**src/rtl/bridge_dataslot_loader_if.sv**
```systemverilog
// ---------------------------------------------------------------------------
// bridge_dataslot_loader_if
// Bundles the bridge-side write bus, the dataslot control pulses, the core
// memory write port and the loader status outputs into one interface.
//
// Signals:
//   bridge_addr/bridge_wr/bridge_wr_data : bridge bus byte-address writes
//   slot_start/slot_id/slot_complete     : host dataslot write control pulses
//   mem_addr/mem_data/mem_valid/mem_ready: word write port toward core memory
//   busy/done/active_slot/word_count/overflow : load status
//
// Modports:
//   master : the side driving the bridge bus and accepting memory beats
//   slave  : the loader itself
// ---------------------------------------------------------------------------
interface bridge_dataslot_loader_if #(
    parameter int MEM_AW = 20
);
    logic [31:0]       bridge_addr;
    logic              bridge_wr;
    logic [31:0]       bridge_wr_data;
    logic              slot_start;
    logic [15:0]       slot_id;
    logic              slot_complete;
    logic [MEM_AW-1:0] mem_addr;
    logic [31:0]       mem_data;
    logic              mem_valid;
    logic              mem_ready;
    logic              busy;
    logic              done;
    logic [15:0]       active_slot;
    logic [31:0]       word_count;
    logic              overflow;

    modport master (
        output bridge_addr, bridge_wr, bridge_wr_data,
        output slot_start, slot_id, slot_complete,
        output mem_ready,
        input  mem_addr, mem_data, mem_valid,
        input  busy, done, active_slot, word_count, overflow
    );

    modport slave (
        input  bridge_addr, bridge_wr, bridge_wr_data,
        input  slot_start, slot_id, slot_complete,
        input  mem_ready,
        output mem_addr, mem_data, mem_valid,
        output busy, done, active_slot, word_count, overflow
    );
endinterface

```
**src/rtl/bridge_dataslot_loader.sv**
```systemverilog
// ---------------------------------------------------------------------------
// bridge_dataslot_loader
// Captures bridge writes that land inside a configured address window while a
// host dataslot write is in progress, buffers them as {word address, data} in
// a small FIFO and drains them to a core memory write port. Reports a one-cycle
// done pulse once the host has completed the slot and every word has left.
//
// Ports:
//   clk     : bridge clock
//   reset_n : asynchronous active-low reset
//   bus     : bridge_dataslot_loader_if.slave (bridge bus, slot control,
//             memory write port, status)
// ---------------------------------------------------------------------------
module bridge_dataslot_loader #(
    parameter logic [31:0] BASE_ADDR    = 32'h1000_0000,
    parameter logic [31:0] WINDOW_BYTES = 32'h0010_0000,
    parameter int          DEPTH        = 16,
    parameter bit          SWAP_BYTES   = 1'b1,
    parameter int          MEM_AW       = 20
) (
    input  logic                          clk,
    input  logic                          reset_n,
    bridge_dataslot_loader_if.slave       bus
);
    localparam int          PW      = $clog2(DEPTH);
    localparam logic [PW:0] PTR_ONE = {{PW{1'b0}}, 1'b1};

    typedef enum logic [1:0] {
        IDLE,
        LOADING,
        DRAINING,
        DONE
    } state_t;

    state_t            state_q, state_d;
    logic [PW:0]       wrPtr_q, wrPtr_d;
    logic [PW:0]       rdPtr_q, rdPtr_d;
    logic              outValid_q, outValid_d;
    logic [MEM_AW-1:0] outAddr_q, outAddr_d;
    logic [31:0]       outData_q, outData_d;
    logic [31:0]       wordCount_q, wordCount_d;
    logic [15:0]       activeSlot_q, activeSlot_d;
    logic              overflow_q, overflow_d;

    logic [MEM_AW-1:0] fifoAddr [DEPTH];
    logic [31:0]       fifoData [DEPTH];

    logic [31:0]       offset;
    logic              inWindow;
    logic [31:0]       pushData;
    logic              fifoEmpty;
    logic              fifoFull;
    logic              handshake;
    logic              pushReq;
    logic              pushOk;
    logic [PW:0]       rdNext;

    // Window decode, byte reordering and FIFO status. The unsigned subtract
    // wraps addresses below the base to large values, so a single compare
    // against the window size covers both ends of the window. A word counts as
    // occupying the FIFO until the sink accepts it, so the presented head is
    // part of the DEPTH capacity and a same-cycle pop frees room for a push.
    always_comb begin
        offset    = bus.bridge_addr - BASE_ADDR;
        inWindow  = offset < WINDOW_BYTES;
        pushData  = SWAP_BYTES ? {bus.bridge_wr_data[7:0],   bus.bridge_wr_data[15:8],
                                  bus.bridge_wr_data[23:16], bus.bridge_wr_data[31:24]}
                               : bus.bridge_wr_data;
        fifoEmpty = (wrPtr_q == rdPtr_q);
        fifoFull  = (wrPtr_q[PW] != rdPtr_q[PW]) && (wrPtr_q[PW-1:0] == rdPtr_q[PW-1:0]);
        handshake = outValid_q && bus.mem_ready;
        pushReq   = (state_q == LOADING) && bus.bridge_wr && inWindow && !bus.slot_start;
        pushOk    = pushReq && (!fifoFull || handshake);
        rdNext    = handshake ? (rdPtr_q + PTR_ONE) : rdPtr_q;
    end

    // Load sequencing. A slot_start in any state restarts the load, which is
    // how an abort skips the done pulse. Draining finishes only once both the
    // FIFO and the presented beat are gone.
    always_comb begin
        state_d = state_q;
        if (bus.slot_start) begin
            state_d = LOADING;
        end else begin
            unique case (state_q)
                IDLE:     state_d = IDLE;
                LOADING:  if (bus.slot_complete) state_d = DRAINING;
                DRAINING: if (fifoEmpty && !outValid_q) state_d = DONE;
                DONE:     state_d = IDLE;
                default:  state_d = IDLE;
            endcase
        end
    end

    // Pointer, output stage and status next-state. The output register always
    // shows the FIFO entry at the read pointer; it reloads only when nothing is
    // being held, so the beat stays frozen while the sink stalls. slot_start
    // flushes everything and wins over any same-cycle activity.
    always_comb begin
        wrPtr_d      = pushOk ? (wrPtr_q + PTR_ONE) : wrPtr_q;
        rdPtr_d      = rdNext;
        outValid_d   = (rdNext != wrPtr_q);
        outAddr_d    = outAddr_q;
        outData_d    = outData_q;
        wordCount_d  = wordCount_q + (handshake ? 32'd1 : 32'd0);
        activeSlot_d = activeSlot_q;
        overflow_d   = overflow_q || (pushReq && !pushOk);
        if (outValid_d && (!outValid_q || handshake)) begin
            outAddr_d = fifoAddr[rdNext[PW-1:0]];
            outData_d = fifoData[rdNext[PW-1:0]];
        end
        if (bus.slot_start) begin
            wrPtr_d      = '0;
            rdPtr_d      = '0;
            outValid_d   = 1'b0;
            wordCount_d  = '0;
            overflow_d   = 1'b0;
            activeSlot_d = bus.slot_id;
        end
    end

    // Control and status registers.
    always_ff @(posedge clk or negedge reset_n) begin
        if (!reset_n) begin
            state_q      <= IDLE;
            wrPtr_q      <= '0;
            rdPtr_q      <= '0;
            outValid_q   <= 1'b0;
            outAddr_q    <= '0;
            outData_q    <= '0;
            wordCount_q  <= '0;
            activeSlot_q <= '0;
            overflow_q   <= 1'b0;
        end else begin
            state_q      <= state_d;
            wrPtr_q      <= wrPtr_d;
            rdPtr_q      <= rdPtr_d;
            outValid_q   <= outValid_d;
            outAddr_q    <= outAddr_d;
            outData_q    <= outData_d;
            wordCount_q  <= wordCount_d;
            activeSlot_q <= activeSlot_d;
            overflow_q   <= overflow_d;
        end
    end

    // FIFO storage has no reset; the pointers alone decide what is valid.
    always_ff @(posedge clk) begin
        if (pushOk) begin
            fifoAddr[wrPtr_q[PW-1:0]] <= offset[MEM_AW+1:2];
            fifoData[wrPtr_q[PW-1:0]] <= pushData;
        end
    end

    assign bus.mem_valid   = outValid_q;
    assign bus.mem_addr    = outAddr_q;
    assign bus.mem_data    = outData_q;
    assign bus.word_count  = wordCount_q;
    assign bus.active_slot = activeSlot_q;
    assign bus.overflow    = overflow_q;
    assign bus.busy        = (state_q == LOADING) || (state_q == DRAINING);
    assign bus.done        = (state_q == DONE);

endmodule
```
**src/flat_wrapper.sv**
```systemverilog
// flat-port wrapper written by rule: the top's interface ports become plain ports
module bridge_dataslot_loader_flat 
#(
    parameter logic [31:0] BASE_ADDR    = 32'h1000_0000,
    parameter logic [31:0] WINDOW_BYTES = 32'h0010_0000,
    parameter int          DEPTH        = 16,
    parameter bit          SWAP_BYTES   = 1'b1,
    parameter int          MEM_AW       = 20
)
  (clk, reset_n, bus_bridge_addr, bus_bridge_wr, bus_bridge_wr_data, bus_slot_start, bus_slot_id, bus_slot_complete, bus_mem_ready, bus_mem_addr, bus_mem_data, bus_mem_valid, bus_busy, bus_done, bus_active_slot, bus_word_count, bus_overflow);
  bridge_dataslot_loader_if #(.MEM_AW(MEM_AW)) bus_i ();
  input  logic clk;
  input  logic reset_n;
  input wire logic [$bits(bus_i.bridge_addr)-1:0] bus_bridge_addr;
  input wire logic [$bits(bus_i.bridge_wr)-1:0] bus_bridge_wr;
  input wire logic [$bits(bus_i.bridge_wr_data)-1:0] bus_bridge_wr_data;
  input wire logic [$bits(bus_i.slot_start)-1:0] bus_slot_start;
  input wire logic [$bits(bus_i.slot_id)-1:0] bus_slot_id;
  input wire logic [$bits(bus_i.slot_complete)-1:0] bus_slot_complete;
  input wire logic [$bits(bus_i.mem_ready)-1:0] bus_mem_ready;
  output wire logic [$bits(bus_i.mem_addr)-1:0] bus_mem_addr;
  output wire logic [$bits(bus_i.mem_data)-1:0] bus_mem_data;
  output wire logic [$bits(bus_i.mem_valid)-1:0] bus_mem_valid;
  output wire logic [$bits(bus_i.busy)-1:0] bus_busy;
  output wire logic [$bits(bus_i.done)-1:0] bus_done;
  output wire logic [$bits(bus_i.active_slot)-1:0] bus_active_slot;
  output wire logic [$bits(bus_i.word_count)-1:0] bus_word_count;
  output wire logic [$bits(bus_i.overflow)-1:0] bus_overflow;
  assign bus_i.bridge_addr = bus_bridge_addr;
  assign bus_i.bridge_wr = bus_bridge_wr;
  assign bus_i.bridge_wr_data = bus_bridge_wr_data;
  assign bus_i.slot_start = bus_slot_start;
  assign bus_i.slot_id = bus_slot_id;
  assign bus_i.slot_complete = bus_slot_complete;
  assign bus_i.mem_ready = bus_mem_ready;
  assign bus_mem_addr = bus_i.mem_addr;
  assign bus_mem_data = bus_i.mem_data;
  assign bus_mem_valid = bus_i.mem_valid;
  assign bus_busy = bus_i.busy;
  assign bus_done = bus_i.done;
  assign bus_active_slot = bus_i.active_slot;
  assign bus_word_count = bus_i.word_count;
  assign bus_overflow = bus_i.overflow;
  bridge_dataslot_loader #(.BASE_ADDR(BASE_ADDR), .WINDOW_BYTES(WINDOW_BYTES), .DEPTH(DEPTH), .SWAP_BYTES(SWAP_BYTES), .MEM_AW(MEM_AW)) u_core (.clk(clk), .reset_n(reset_n), .bus(bus_i));
endmodule
```
**config.mk**
```make
export PLATFORM = sky130hd
export DESIGN_NAME = bridge_dataslot_loader_flat
export DESIGN_NICKNAME = d
export VERILOG_FILES = /design/src/rtl/bridge_dataslot_loader_if.sv /design/src/rtl/bridge_dataslot_loader.sv /design/src/flat_wrapper.sv
export SDC_FILE = /design/constraint.sdc
export NUM_CORES = 1
export LEC_CHECK = 0
export BUFFER_PORTS_ARGS = -buffer_cell sky130_fd_sc_hd__buf_2
export CAP_MARGIN = 25
export CORE_ASPECT_RATIO = 0.5
export CORE_MARGIN = 2
export CORE_UTILIZATION = 31
export CTS_BUF_LIST = sky130_fd_sc_hd__clkbuf_4
export CTS_CLUSTER_DIAMETER = 40
export DETAILED_ROUTE_END_ITERATION = 10
export GPL_TIMING_DRIVEN = 0
export PLACE_DENSITY = 0.44
export SETUP_SLACK_MARGIN = 0.3
export SLEW_MARGIN = 20
export SYNTH_ARGS = -nofsm -noshare
export SYNTH_HDL_FRONTEND = slang
export SYNTH_SLANG_ARGS = --single-unit
```
**constraint.sdc**
```tcl
create_clock -name clk -period 14.3 [get_ports clk]
set_input_delay 0.715 -clock clk [delete_from_list [all_inputs] [get_ports clk]]
set_output_delay 0.715 -clock clk [all_outputs]
set_load 0.02 [all_outputs]
```
==> run summary, run 1 <==
=========================================================================================
Wire length of the first global-routing pass                                   158,000 µm
List of cells traversed by the critical path                                 dlygate4sd3_1, buf_2, nor4_2, nand4_1, a311oi_1, nand2_1, nor3_2, buf_4, buf_4, buf_4, buf_4
Met1 GRT Util                                                                       0.252
Flops & latches, synth                                                                946
Starting density of the core                                                        0.312
Die Footprint                                                                   0.122 mm²
Via count of the first global-routing pass                                         22,900
Layer carrying the most global-route usage                                           met2
Source-to-sink clock delay at the later pin of the worst-skew pair                1.13 ns
Internal                                                                          4.37 mW
Aggregate routed wire length                                                   109,000 µm
Detailed-route vias per instance                                                     4.93
TritonCTS Buffers                                                                     226
Placed wire-length estimate                                                     72,000 µm
Post-synthesis cell count                                                           2,273
Post-Route Setup TNS                                                                 0 ns
Sw Share                                                                            0.224
Remaining antenna violation count                                                       0
Largest fanout on the critical path                                                    17
Input/output buffers                                                                  186
Overflow left after global routing                                                      0
Met3 track demand over resource in global routing                                  0.0345
Max-slew headroom at the worst pin                                                  0.290
Type of the worst setup path                                                 input pin to register
Sequential cell fraction of total power                                             0.544
Drt pass-1 iters                                                                        6
Post-layout net count                                                               2,928
Most prevalent standard cell on the critical path                            sky130_fd_sc_hd__buf_4
RSZ-0062 raised after global routing                                                   no
Post-route minimum period                                                         4.36 ns
Met2 track utilization from global routing                                          0.279
Share of layout cells above drive strength 1                                        0.251
Pin count of the biggest net entering global routing                                   81
Highest achievable clock rate                                                     229 MHz
Clock power share                                                                   0.417
Die Ht                                                                             248 µm
Drt wl/cell                                                                       23.6 µm
Util after Layout                                                                   0.379
Total number of yosys warnings                                                          0
TritonCTS Sinks                                                                       946
Path category of the worst min-delay check                                   input pin to register
Placement Cell Area                                                            0.0408 mm²
First-iteration detailed-routing DRC count                                          1,744
Synth Net Count                                                                     2,370
Pre-CTS worst setup slack                                                         9.16 ns
Number of antenna violations at the first check in global routing                       4
Number of levels in the clock H-tree                                                    4
Root Driver                                                                  sky130_fd_sc_hd__clkbuf_4
Portion of total power attributed to combinational logic                            0.039
Run status                                                                      completed
Number of buffers between clock root and the deepest sink                               3
Width of the die                                                                   491 µm
Data arrival, critical path                                                       5.19 ns
Slew at the pin closest to its max-slew limit                                     1.06 ns
Placeable core region                                                           0.118 mm²
Sequential fraction of the synthesis area                                           0.757
Number of flops mapped to enable cells by yosys                                       832
Required @ worst endpoint                                                        15.13 ns
Final max-slew violation count                                                          0
Worst Setup End Kind                                                             register
Worst hold slack                                                                 0.181 ns
LEAKAGE                                                                           16.7 nW
Number of design rule violations left after detail routing                              0
Proportion of register bits with asynchronous set or reset after synthesis          0.121
Syn Area/Cell                                                                    16.2 µm²
Unique masters post-synth                                                              45
CP peak stage delay                                                               0.81 ns
I/O pins                                                                              190
Launching element type of the critical path                                     input pin
Net Sw Power                                                                      1.26 mW
Final setup skew                                                                0.0750 ns
Placement Rows                                                                         89
Clock Pin Slew Worst Setup and Hold Paths                                         0.06 ns
Area delta synth->final                                                             21.6%
Placer's final routability congestion estimate                                      0.754
Slowest stage cell, crit path                                                sky130_fd_sc_hd__a311oi_1
Count of final setup violators                                                          0
Post-route design area                                                         0.0447 mm²
Post-placement cell count                                                           4,118
Fin worst setup slack                                                             9.94 ns
Total number of vias                                                               22,700
Number of failing hold endpoints at the final stage                                     0
Cell Count, Final, Fillers Out                                                      4,603
Total Power                                                                       5.64 mW
Number of violations of the max-capacitance limit                                       0
Ys flop type                                                                 sky130_fd_sc_hd__edfxtp_1
Clock tree from TritonCTS                                                           built
Fin crit share                                                                      0.305
Worst IR drop on VDD                                                              79.4 µV
Cell Area, Synth                                                               0.0368 mm²
Overall routing resource usage                                                      0.178
PD cells                                                                       126 mW/mm²
=========================================================================================
[power by group through the flow]
stage | clock [mW] | sequential, mW | combinational, mW
6_report | 2.35 | 3.07 | 0.219
2_1_floorplan | 0 | 3.18 | 0.0431
3_3_place_gp | 0 | 3.12 | 0.202
4_1_cts | 2.43 | 3.07 | 0.225
5_1_grt | 2.56 | 3.07 | 0.240
3_5_place_dp | 0 | 3.13 | 0.206
[worst paths after layout]
path	start	slack (ns)	end	cells after the start
min reg2reg	u_core.bus.mem_addr[17]$_DFFE_PN0P_	0.49	u_core.bus.mem_addr[17]$_DFFE_PN0P_	1
max reg2reg	u_core.state_q[1]$_DFFE_PN0P_	9.97	u_core.fifoData[2][29]$_DFFE_PP_	11
max	bus_bridge_addr[21]	9.94	u_core.fifoData[2][29]$_DFFE_PP_	11
min	bus_bridge_addr[27]	0.18	u_core.bus.overflow$_DFF_PN0_	6
max in group asynchronous	reset_n	12.97	u_core.state_q[0]$_DFFE_PN0P_	4
min in group asynchronous	reset_n	0.63	u_core.bus.mem_data[5]$_DFFE_PN0P_	3
[worst max-delay path: cells and delay by family]
family | cells | cell delay [ns]
AO/OA/AOI/OAI | 1 | 0.81
buffers and inverters | 6 | 1.74
AND/OR/NAND/NOR | 4 | 1.89
[timing repair]
item / CTS / global route
buffers inserted: 0 / 0
hold buffers: 75 / 0
endpoints found under the hold margin: 970 / 0
gates resized for setup: 0 / 0
[layout by cell type, fill, tap and decap left out, drive strengths merged, types with 2 or more instances in the layout]
cell type,n
dlygate4sd3,74
nand2,230
or3,6
dfrtp,114
xnor2,14
bufinv,5
inv,11
or4,52
nand3,16
clkinvlp,2
diode,9
nor3,6
edfxtp,832
ha,11
and3,10
and4,2
buf,312
a21oi,215
nor2,52
xor2,27
a221oi,208
clkinv,21
nand4,7
nor4,4
mux2i,211
nor2b,4
o21ai,6
a22o,2
nand2b,4
mux2,68
clkbuf,465
[cells in the mapped netlist, types with 21 or more instances]
cell type	n	area [µm²]
sky130_fd_sc_hd__mux2i_1	211	2110
sky130_fd_sc_hd__mux2_1	21	236
sky130_fd_sc_hd__or4_1	52	390
sky130_fd_sc_hd__nand2_1	229	860
sky130_fd_sc_hd__dfrtp_1	114	2850
sky130_fd_sc_hd__buf_2	38	190
sky130_fd_sc_hd__xor2_1	27	236
sky130_fd_sc_hd__clkbuf_1	94	353
sky130_fd_sc_hd__mux2_2	47	529
sky130_fd_sc_hd__a221oi_1	208	1820
sky130_fd_sc_hd__a21oi_1	215	1080
sky130_fd_sc_hd__edfxtp_1	832	25000
sky130_fd_sc_hd__nor2_1	52	195
[sequential cells by signal, summed over array words and instances, names as in the netlist]
register,flops
u_core.bus.overflow,1
u_core.fifoData,512
u_core.state_q,2
u_core.rdPtr_q,5
u_core.bus.word_count,32
u_core.bus.active_slot,16
u_core.bus.mem_addr,20
u_core.bus.mem_valid,1
u_core.fifoAddr,320
u_core.bus.mem_data,32
u_core.wrPtr_q,5
[logic make-up after synthesis]
kind of cell,synth area share
AOI/OAI and AO/OA,0.0826
xor gates and xnor gates,0.00977
adders and majority gates,0.00374
buffers and inverters,0.0189
DFF,0.757
muxes,0.0783
and+or+nand+nor,0.0496
[routing by layer]
metal / wire [µm] / part of all wire
met1: 52000 / 0.48
met2: 50000 / 0.46
met3: 5240 / 0.048
met4: 1640 / 0.015
met5: 0 / 0
[cell type report]
| class | instances | area (µm²) |
|---|---|---|
| antenna | 9 | 22.5 |
| buffer | 151 | 653 |
| clock buffer | 370 | 2780 |
| clock inverter | 29 | 273 |
| fill | 11300 | 73100 |
| inverter | 10 | 42.5 |
| multi-input combinational | 1166 | 8360 |
| sequential | 946 | 27800 |
| tap | 1592 | 1990 |
| timing repair buffer | 330 | 2740 |
(Power assumes the default switching activity.)
==> run 2, diff against run 1 <==
--- a/config.mk
+++ b/config.mk
@@ -5,6 +5,7 @@
 export SDC_FILE = /design/constraint.sdc
 export NUM_CORES = 1
 export LEC_CHECK = 0
+export ABC_AREA = 1
 export BUFFER_PORTS_ARGS = -buffer_cell sky130_fd_sc_hd__buf_2
 export CAP_MARGIN = 25
 export CORE_ASPECT_RATIO = 0.5
==> constraint.sdc (replaced) <==
create_clock -name clk -period 4.05 [get_ports clk]
set_input_delay 0.2025 -clock clk [delete_from_list [all_inputs] [get_ports clk]]
set_output_delay 0.2025 -clock clk [all_outputs]
set_load 0.02 [all_outputs]
==> run 2 against run 1 <==
Wire length grew 24%. Cell count increased by 42%. Utilization increased by 0.71 points. Global-route usage increased by 1.8 points. Combinational power grew to 5.9 times the previous value. Sequential share of layout area down 7.5 points. Critical endpoint is now u_core.bus.mem_data[13]$_DFFE_PN0P_.
==> run summary, run 2 <==
=========================================================================================
Hold EP                                                                      u_core.state_q[1]$_DFFE_PN0P_
Detailed-route vias per instance                                                     4.72
First-iteration detailed-routing DRC count                                          2,428
Root Driver                                                                  sky130_fd_sc_hd__clkbuf_4
Number of flip-flops under the largest register name                                  512
Sequential fraction of the synthesis area                                           0.677
Wire length of the first global-routing pass                                   196,000 µm
Placer's final routability congestion estimate                                      0.809
Worst IR drop on VDD                                                               210 µV
Post-synthesis cell count                                                           3,877
Main combinational cell family by area after synthesis                       simple AND/OR/NAND/NOR gates
Number of flops mapped to enable cells by yosys                                       832
Post-route minimum period                                                         3.64 ns
TritonCTS Buffers                                                                     231
Multiplexer fraction of the synthesized cell area                                       0
Most instantiated library cell after synthesis                               sky130_fd_sc_hd__nand2_1
Overall routing resource usage                                                      0.195
Synthesized-area fraction occupied by adder cells                                 0.00334
Worst Setup End Kind                                                             register
Drt pass-1 iters                                                                        5
Clock power share                                                                   0.409
Clock Pin Slew Worst Setup and Hold Paths                                         0.08 ns
Remaining antenna violation count                                                       0
Overflow left after global routing                                                      0
Die Footprint                                                                   0.136 mm²
Type of the worst setup path                                                 register to register
Placement Cell Area                                                            0.0451 mm²
Highest achievable clock rate                                                     275 MHz
Starting density of the core                                                        0.313
Placeable core region                                                           0.132 mm²
LEAKAGE                                                                           21.1 nW
Launching element type of the critical path                                      register
Slew at the pin closest to its max-slew limit                                    0.938 ns
Setup slack of the worst register-to-register path                                0.41 ns
Post-route design area                                                         0.0509 mm²
Post-layout net count                                                               4,685
Fraction of post-synthesis cell area in the top cell type by area                   0.607
PD cells                                                                       409 mW/mm²
Run status                                                                      completed
Number of levels in the clock H-tree                                                    4
Width of the die                                                                   519 µm
Crit Reg-Reg Startpoint                                                      u_core.rdPtr_q[1]$_DFF_PN0_
Cell Area, Synth                                                               0.0411 mm²
Internal                                                                          15.7 mW
TritonCTS Sinks                                                                       946
Total number of vias                                                               30,900
Path category of the worst min-delay check                                   input pin to register
Placement Rows                                                                         94
Share of layout cells above drive strength 1                                        0.172
Largest fanout on the critical path                                                    10
Unique masters post-synth                                                              31
Most frequent standard cell in the layout excluding fill and tap cells       sky130_fd_sc_hd__nand2_1
RSZ-0062 raised after global routing                                                   no
Number of antenna violations at the first check in global routing                      11
Fin crit share                                                                      0.899
Worst Hold Path Cells                                                                   5
Required @ worst endpoint                                                         5.16 ns
Die Ht                                                                             262 µm
Source-to-sink clock delay at the later pin of the worst-skew pair                1.24 ns
Xor/xnor cell area share of the yosys netlist                                     0.00401
Area delta synth->final                                                             23.6%
Final max-slew violation count                                                          0
Number of failing hold endpoints at the final stage                                     0
Via count of the first global-routing pass                                         29,600
Flops & latches, synth                                                                946
Net Sw Power                                                                      5.05 mW
Aggregate routed wire length                                                   135,000 µm
Worst setup path startpoint                                                  u_core.rdPtr_q[1]$_DFF_PN0_
Number of buffers between clock root and the deepest sink                               3
I/O pins                                                                              190
Top post-synthesis cells by count                                            979 x sky130_fd_sc_hd__nand2_1, 864 x sky130_fd_sc_hd__nand3_1, 832 x sky130_fd_sc_hd__edfxtp_1, 464 x sky130_fd_sc_hd__inv_1, 211 x sky130_fd_sc_hd__nand3b_1
Worst Reg2Reg Path Length in Cells                                                     12
Max-slew headroom at the worst pin                                                  0.374
Total Power                                                                       20.8 mW
Synth Net Count                                                                     3,974
Sequential cell fraction of total power                                             0.529
Drt wl/cell                                                                       20.6 µm
Syn Area/Cell                                                                    10.6 µm²
Placed wire-length estimate                                                     91,700 µm
Data arrival, critical path                                                       4.75 ns
Largest cells by area after synthesis                                        sky130_fd_sc_hd__edfxtp_1 61%, sky130_fd_sc_hd__nand3_1 11%, sky130_fd_sc_hd__nand2_1 8.9%
Number of design rule violations left after detail routing                              0
Leading cell types in the layout, fill and taps excluded                     978 x sky130_fd_sc_hd__nand2_1, 864 x sky130_fd_sc_hd__nand3_1, 832 x sky130_fd_sc_hd__edfxtp_1
Ys flop type                                                                 sky130_fd_sc_hd__edfxtp_1
Total number of yosys warnings                                                          0
Clock tree from TritonCTS                                                           built
Simple-Gate Fraction of Synth Area                                                  0.245
Number of violations of the max-capacitance limit                                       0
Sw Share                                                                            0.243
Proportion of register bits with asynchronous set or reset after synthesis          0.121
Pin count of the biggest net entering global routing                                   84
Count of final setup violators                                                          0
Final setup skew                                                                0.0896 ns
Portion of total power attributed to combinational logic                            0.062
Util after Layout                                                                   0.386
Capture instance of the worst register-to-register path                      u_core.bus.mem_data[13]$_DFFE_PN0P_
Input/output buffers                                                                  186
Complex-gate fraction of the synthesized area                                     0.00331
Largest area contributor in the synthesized netlist                          sky130_fd_sc_hd__edfxtp_1
Hold Path Origin                                                             bus_slot_start
=========================================================================================
-- run 2: cell type report --
| type | instances | area [µm²] |
|---|---|---|
| clock buffers | 368 | 2760 |
| repair buffers | 478 | 4220 |
| multi-input cells | 2225 | 10700 |
| flip-flops and latches | 946 | 27800 |
| well taps | 1776 | 2220 |
| clock inverters | 44 | 343 |
| diodes | 11 | 27.5 |
| inverters | 469 | 1760 |
| fillers | 13100 | 80700 |
| plain buffers | 237 | 1020 |
-- run 2: how the worst max path moves through the flow --
stage	to	slack, ns	depth (start not counted)
2_1_floorplan	u_core.fifoAddr[0][0]$_DFFE_PP_	0.02	10
3_3_place_gp	u_core.fifoData[6][19]$_DFFE_PP_	-2.93	8
3_5_place_dp	u_core.bus.mem_addr[8]$_DFFE_PN0P_	0.43	13
4_1_cts	u_core.fifoData[12][13]$_DFFE_PP_	0.36	12
5_1_grt	u_core.fifoAddr[11][15]$_DFFE_PP_	0.30	12
6_report	u_core.bus.mem_data[13]$_DFFE_PN0P_	0.41	12
-- run 2: power groups by stage --
stage          registers, mW  logic [mW]  clock network [mW]
3_5_place_dp            11.2        1.17                   0
6_report                11.0        1.29                8.50
4_1_cts                 11.0        1.31                8.75
5_1_grt                 11.0        1.41                9.23
3_3_place_gp            11.2        1.15                   0
2_1_floorplan           11.6       0.260                   0
-- run 2: stage by stage --
stage	hold WS [ns]	setup WS [ns]	std cells	setup TNS, ns
6_report	0.134	0.409	6554	0
5_1_grt	0.114	0.298	6548	0
4_1_cts	0.00463	0.364	6455	0
3_5_place_dp	0.114	0.425	5873	0
3_3_place_gp	0.406	-2.93	5839	-2000.01
2_1_floorplan	-0.0931	0.0162	3877	0
-- run 2: critical path, cell delays in order, from the launching register on --
cell and delay, ns:
sky130_fd_sc_hd__dfrtp_1 0.45, sky130_fd_sc_hd__ha_1 0.31, sky130_fd_sc_hd__nand3_1 0.11, sky130_fd_sc_hd__nand2_1 0.25, sky130_fd_sc_hd__buf_2 0.46, sky130_fd_sc_hd__buf_2 0.62, sky130_fd_sc_hd__clkbuf_1 0.63, sky130_fd_sc_hd__nand2_1 0.13
sky130_fd_sc_hd__nand3_1 0.18, sky130_fd_sc_hd__nand3_1 0.11, sky130_fd_sc_hd__nand2_1 0.10, sky130_fd_sc_hd__nand2_1 0.08, sky130_fd_sc_hd__nand2_1 0.10
-- run 2: cell families after synthesis --
| logic type | Yosys count |
|---|---|
| DFF | 946 |
| and+or+nand+nor | 2170 |
| adders and majority gates | 11 |
| xor gates and xnor gates | 18 |
| AOI/OAI and AO/OA | 26 |
| buffers and inverters | 706 |
-- run 2: per-layer routing --
| layer | wire (µm) | part of all wire | vias to the layer above | GRT usage |
|---|---|---|---|---|
| li1 | - | - | 14700 | - |
| met1 | 64100 | 0.47 | 15100 | 0.279 |
| met2 | 59800 | 0.44 | 949 | 0.300 |
| met3 | 8280 | 0.061 | 206 | 0.0366 |
| met4 | 3030 | 0.022 | 2 | 0.0633 |
| met5 | 96 | 0.00071 | - | 0 |
-- run 2: timing repair --
action | in CTS | in global routing
hold endpoints to repair | 1008 | 0
hold buffers | 170 | 0
endpoints found under the setup margin | 0 | 558
buffers inserted | 0 | 88
gates resized for setup | 0 | 1
==> run 3, diff against run 2 <==
--- a/config.mk
+++ b/config.mk
@@ -9,13 +9,13 @@
 export BUFFER_PORTS_ARGS = -buffer_cell sky130_fd_sc_hd__buf_2
 export CAP_MARGIN = 25
 export CORE_ASPECT_RATIO = 0.5
-export CORE_MARGIN = 2
+export CORE_MARGIN = 5
 export CORE_UTILIZATION = 31
 export CTS_BUF_LIST = sky130_fd_sc_hd__clkbuf_4
 export CTS_CLUSTER_DIAMETER = 40
 export DETAILED_ROUTE_END_ITERATION = 10
 export GPL_TIMING_DRIVEN = 0
-export PLACE_DENSITY = 0.44
+export PLACE_DENSITY_LB_ADDON = 0.08
 export SETUP_SLACK_MARGIN = 0.3
 export SLEW_MARGIN = 20
 export SYNTH_ARGS = -nofsm -noshare
==> run 3 against run 2 <==
Combinational power hardly changed. Setup slack worse by 0.029 ns. Sequential cell count stayed put. Hold slack better by 0.14 ns. Die area is 3.5% higher. Critical endpoint is now u_core.bus.mem_data[17]$_DFFE_PN0P_. Highest routed layer is now met4.
==> run summary, run 3 (synthesis gave the netlist of run 2 again) <==
=====================================================================================
Run status                                                                  completed
Pre-CTS worst setup slack                                                    0.159 ns
Worst Setup End Kind                                                         register
Fin crit share                                                                  0.906
Via count of the first global-routing pass                                     30,000
Post-route minimum period                                                     3.67 ns
Number of design rule violations left after detail routing                          0
Sequential cell fraction of total power                                         0.525
Number of failing hold endpoints at the final stage                                 0
LEAKAGE                                                                       20.8 nW
Drt wl/cell                                                                   21.7 µm
Placer's final routability congestion estimate                                  0.793
Util after Layout                                                               0.382
Die Footprint                                                               0.141 mm²
Clock power share                                                               0.413
Detailed-route vias per instance                                                 4.75
Remaining antenna violation count                                                   0
Data arrival, critical path                                                   4.67 ns
First-iteration detailed-routing DRC count                                      2,754
Root Driver                                                              sky130_fd_sc_hd__clkbuf_4
Register cell area after layout                                            0.0278 mm²
Placeable core region                                                       0.132 mm²
Total number of vias                                                           30,900
Leading cell types in the layout, fill and taps excluded                 979 x sky130_fd_sc_hd__nand2_1, 864 x sky130_fd_sc_hd__nand3_1, 832 x sky130_fd_sc_hd__edfxtp_1
TritonCTS Sinks                                                                   946
Clock Pin Slew Worst Setup and Hold Paths                                     0.08 ns
Post-layout net count                                                           4,622
Source-to-sink clock delay at the later pin of the worst-skew pair            1.15 ns
Number of violations of the max-capacitance limit                                   0
Clock tree from TritonCTS                                                       built
RSZ-0062 raised after global routing                                               no
Largest fanout on the critical path                                                10
Launching element type of the critical path                                  register
Overall routing resource usage                                                  0.196
Final max-slew violation count                                                      0
Placement Rows                                                                     94
Placed wire-length estimate                                                 95,800 µm
Sw Share                                                                        0.246
Starting density of the core                                                    0.313
Number of buffers between clock root and the deepest sink                           3
Post-Route Setup TNS                                                             0 ns
Die Ht                                                                         268 µm
Portion of total power attributed to combinational logic                        0.062
Share of layout cells above drive strength 1                                    0.158
PD cells                                                                   417 mW/mm²
Input/output buffers                                                              186
Required @ worst endpoint                                                     5.05 ns
Count of final setup violators                                                      0
Number of flip-flops under the largest register name                              512
TritonCTS Buffers                                                                 235
Max-slew headroom at the worst pin                                              0.357
Fill cell total of the finished layout                                         13,200
Pin count of the biggest net entering global routing                               82
Type of the worst setup path                                             register to register
Path category of the worst min-delay check                               input pin to register
Worst hold slack                                                             0.276 ns
Net Sw Power                                                                  5.15 mW
Drt pass-1 iters                                                                    6
Fin worst setup slack                                                        0.381 ns
Width of the die                                                               525 µm
Slew at the pin closest to its max-slew limit                                0.965 ns
Number of antenna violations at the first check in global routing                  11
Post-route design area                                                     0.0503 mm²
Aggregate routed wire length                                               141,000 µm
Area taken by multi-input logic gates                                      0.0107 mm²
Most frequent standard cell in the layout excluding fill and tap cells   sky130_fd_sc_hd__nand2_1
Number of levels in the clock H-tree                                                4
Wire length of the first global-routing pass                               203,000 µm
Worst IR drop on VDD                                                           258 µV
I/O pins                                                                          190
Internal                                                                      15.8 mW
Highest achievable clock rate                                                 273 MHz
Area delta synth->final                                                         22.2%
Overflow left after global routing                                                  0
Final setup skew                                                            0.0835 ns
Placement Cell Area                                                        0.0452 mm²
=====================================================================================
-- run 3: cell count changes in the layout (fill, tap and decap cells not counted), moves of 3 or more --
cell                            delta
sky130_fd_sc_hd__buf_4            -68
sky130_fd_sc_hd__clkinv_1          +8
sky130_fd_sc_hd__dlygate4sd3_1    +13
sky130_fd_sc_hd__diode_2           -6
sky130_fd_sc_hd__clkbuf_1          -3
sky130_fd_sc_hd__buf_12           -14
sky130_fd_sc_hd__clkinv_2          +5
-- run 3: final timing paths --
path,start,end,slack (ns),depth (start not counted)
setup / recovery,u_core.rdPtr_q[1]$_DFF_PN0_,u_core.bus.mem_data[17]$_DFFE_PN0P_,0.38,13
hold / removal,bus_mem_ready,u_core.bus.word_count[0]$_DFF_PN0_,0.28,7
setup reg to reg,u_core.rdPtr_q[1]$_DFF_PN0_,u_core.bus.mem_data[17]$_DFFE_PN0P_,0.38,13
hold reg to reg,u_core.bus.active_slot[3]$_DFFE_PN0P_,u_core.bus.active_slot[3]$_DFFE_PN0P_,0.47,2
max in group asynchronous,reset_n,u_core.bus.mem_data[21]$_DFFE_PN0P_,2.62,6
min in group asynchronous,reset_n,u_core.bus.mem_addr[10]$_DFFE_PN0P_,0.66,5
-- run 3: power by group through the flow --
stage / Clock [mW] / Sequential [mW] / Combinational [mW]
final: 8.65 / 11.0 / 1.30
after CTS: 8.98 / 11.0 / 1.32
after global placement: 0 / 11.2 / 1.16
after detailed placement: 0 / 11.2 / 1.17
after global routing: 9.48 / 11.0 / 1.42
after floorplan: 0 / 11.6 / 0.260
-- run 3: final cells by class --
cell class,instances,area share
buffer,237,0.0204
antenna,5,0.000249
timing repair buffer,411,0.0717
clock buffer,368,0.0549
inverter,469,0.0351
sequential,946,0.554
multi-input combinational,2225,0.212
tap,1776,0.0442
clock inverter,55,0.00759
-- run 3: per-layer routing --
metal	share of wire	GRT usage
met4	0.022	0.0684
met3	0.059	0.0371
met5	0	0
met1	0.48	0.284
met2	0.44	0.295
-- run 3: worst max-delay path, cell delays in order (launching register included) --
cell                      delay (ns)
sky130_fd_sc_hd__dfrtp_1        0.44
sky130_fd_sc_hd__ha_1           0.21
sky130_fd_sc_hd__nand3_1        0.14
sky130_fd_sc_hd__nor2_1         0.10
sky130_fd_sc_hd__inv_2          0.05
sky130_fd_sc_hd__nand2_1        0.54
sky130_fd_sc_hd__inv_2          0.51
sky130_fd_sc_hd__buf_2          0.52
sky130_fd_sc_hd__buf_2          0.43
sky130_fd_sc_hd__nand3_1        0.20
sky130_fd_sc_hd__nand3_1        0.11
sky130_fd_sc_hd__nand2_1        0.13
sky130_fd_sc_hd__nand2_1        0.10
sky130_fd_sc_hd__nand2_1        0.06
-- run 3: what timing repair did --
item | 4_1_cts | 5_1_grt
resized for setup | 0 | 8
endpoints found under the hold margin | 1008 | 0
hold buffers | 183 | 0
setup buffers | 0 | 5
endpoints found under the setup margin | 0 | 19
-- run 3: stage by stage --
stage	power [mW]	cells
2_1_floorplan	11.8	3877
3_3_place_gp	12.4	5839
3_5_place_dp	12.4	5876
4_1_cts	21.3	6482
5_1_grt	21.9	6491
6_report	21.0	6492
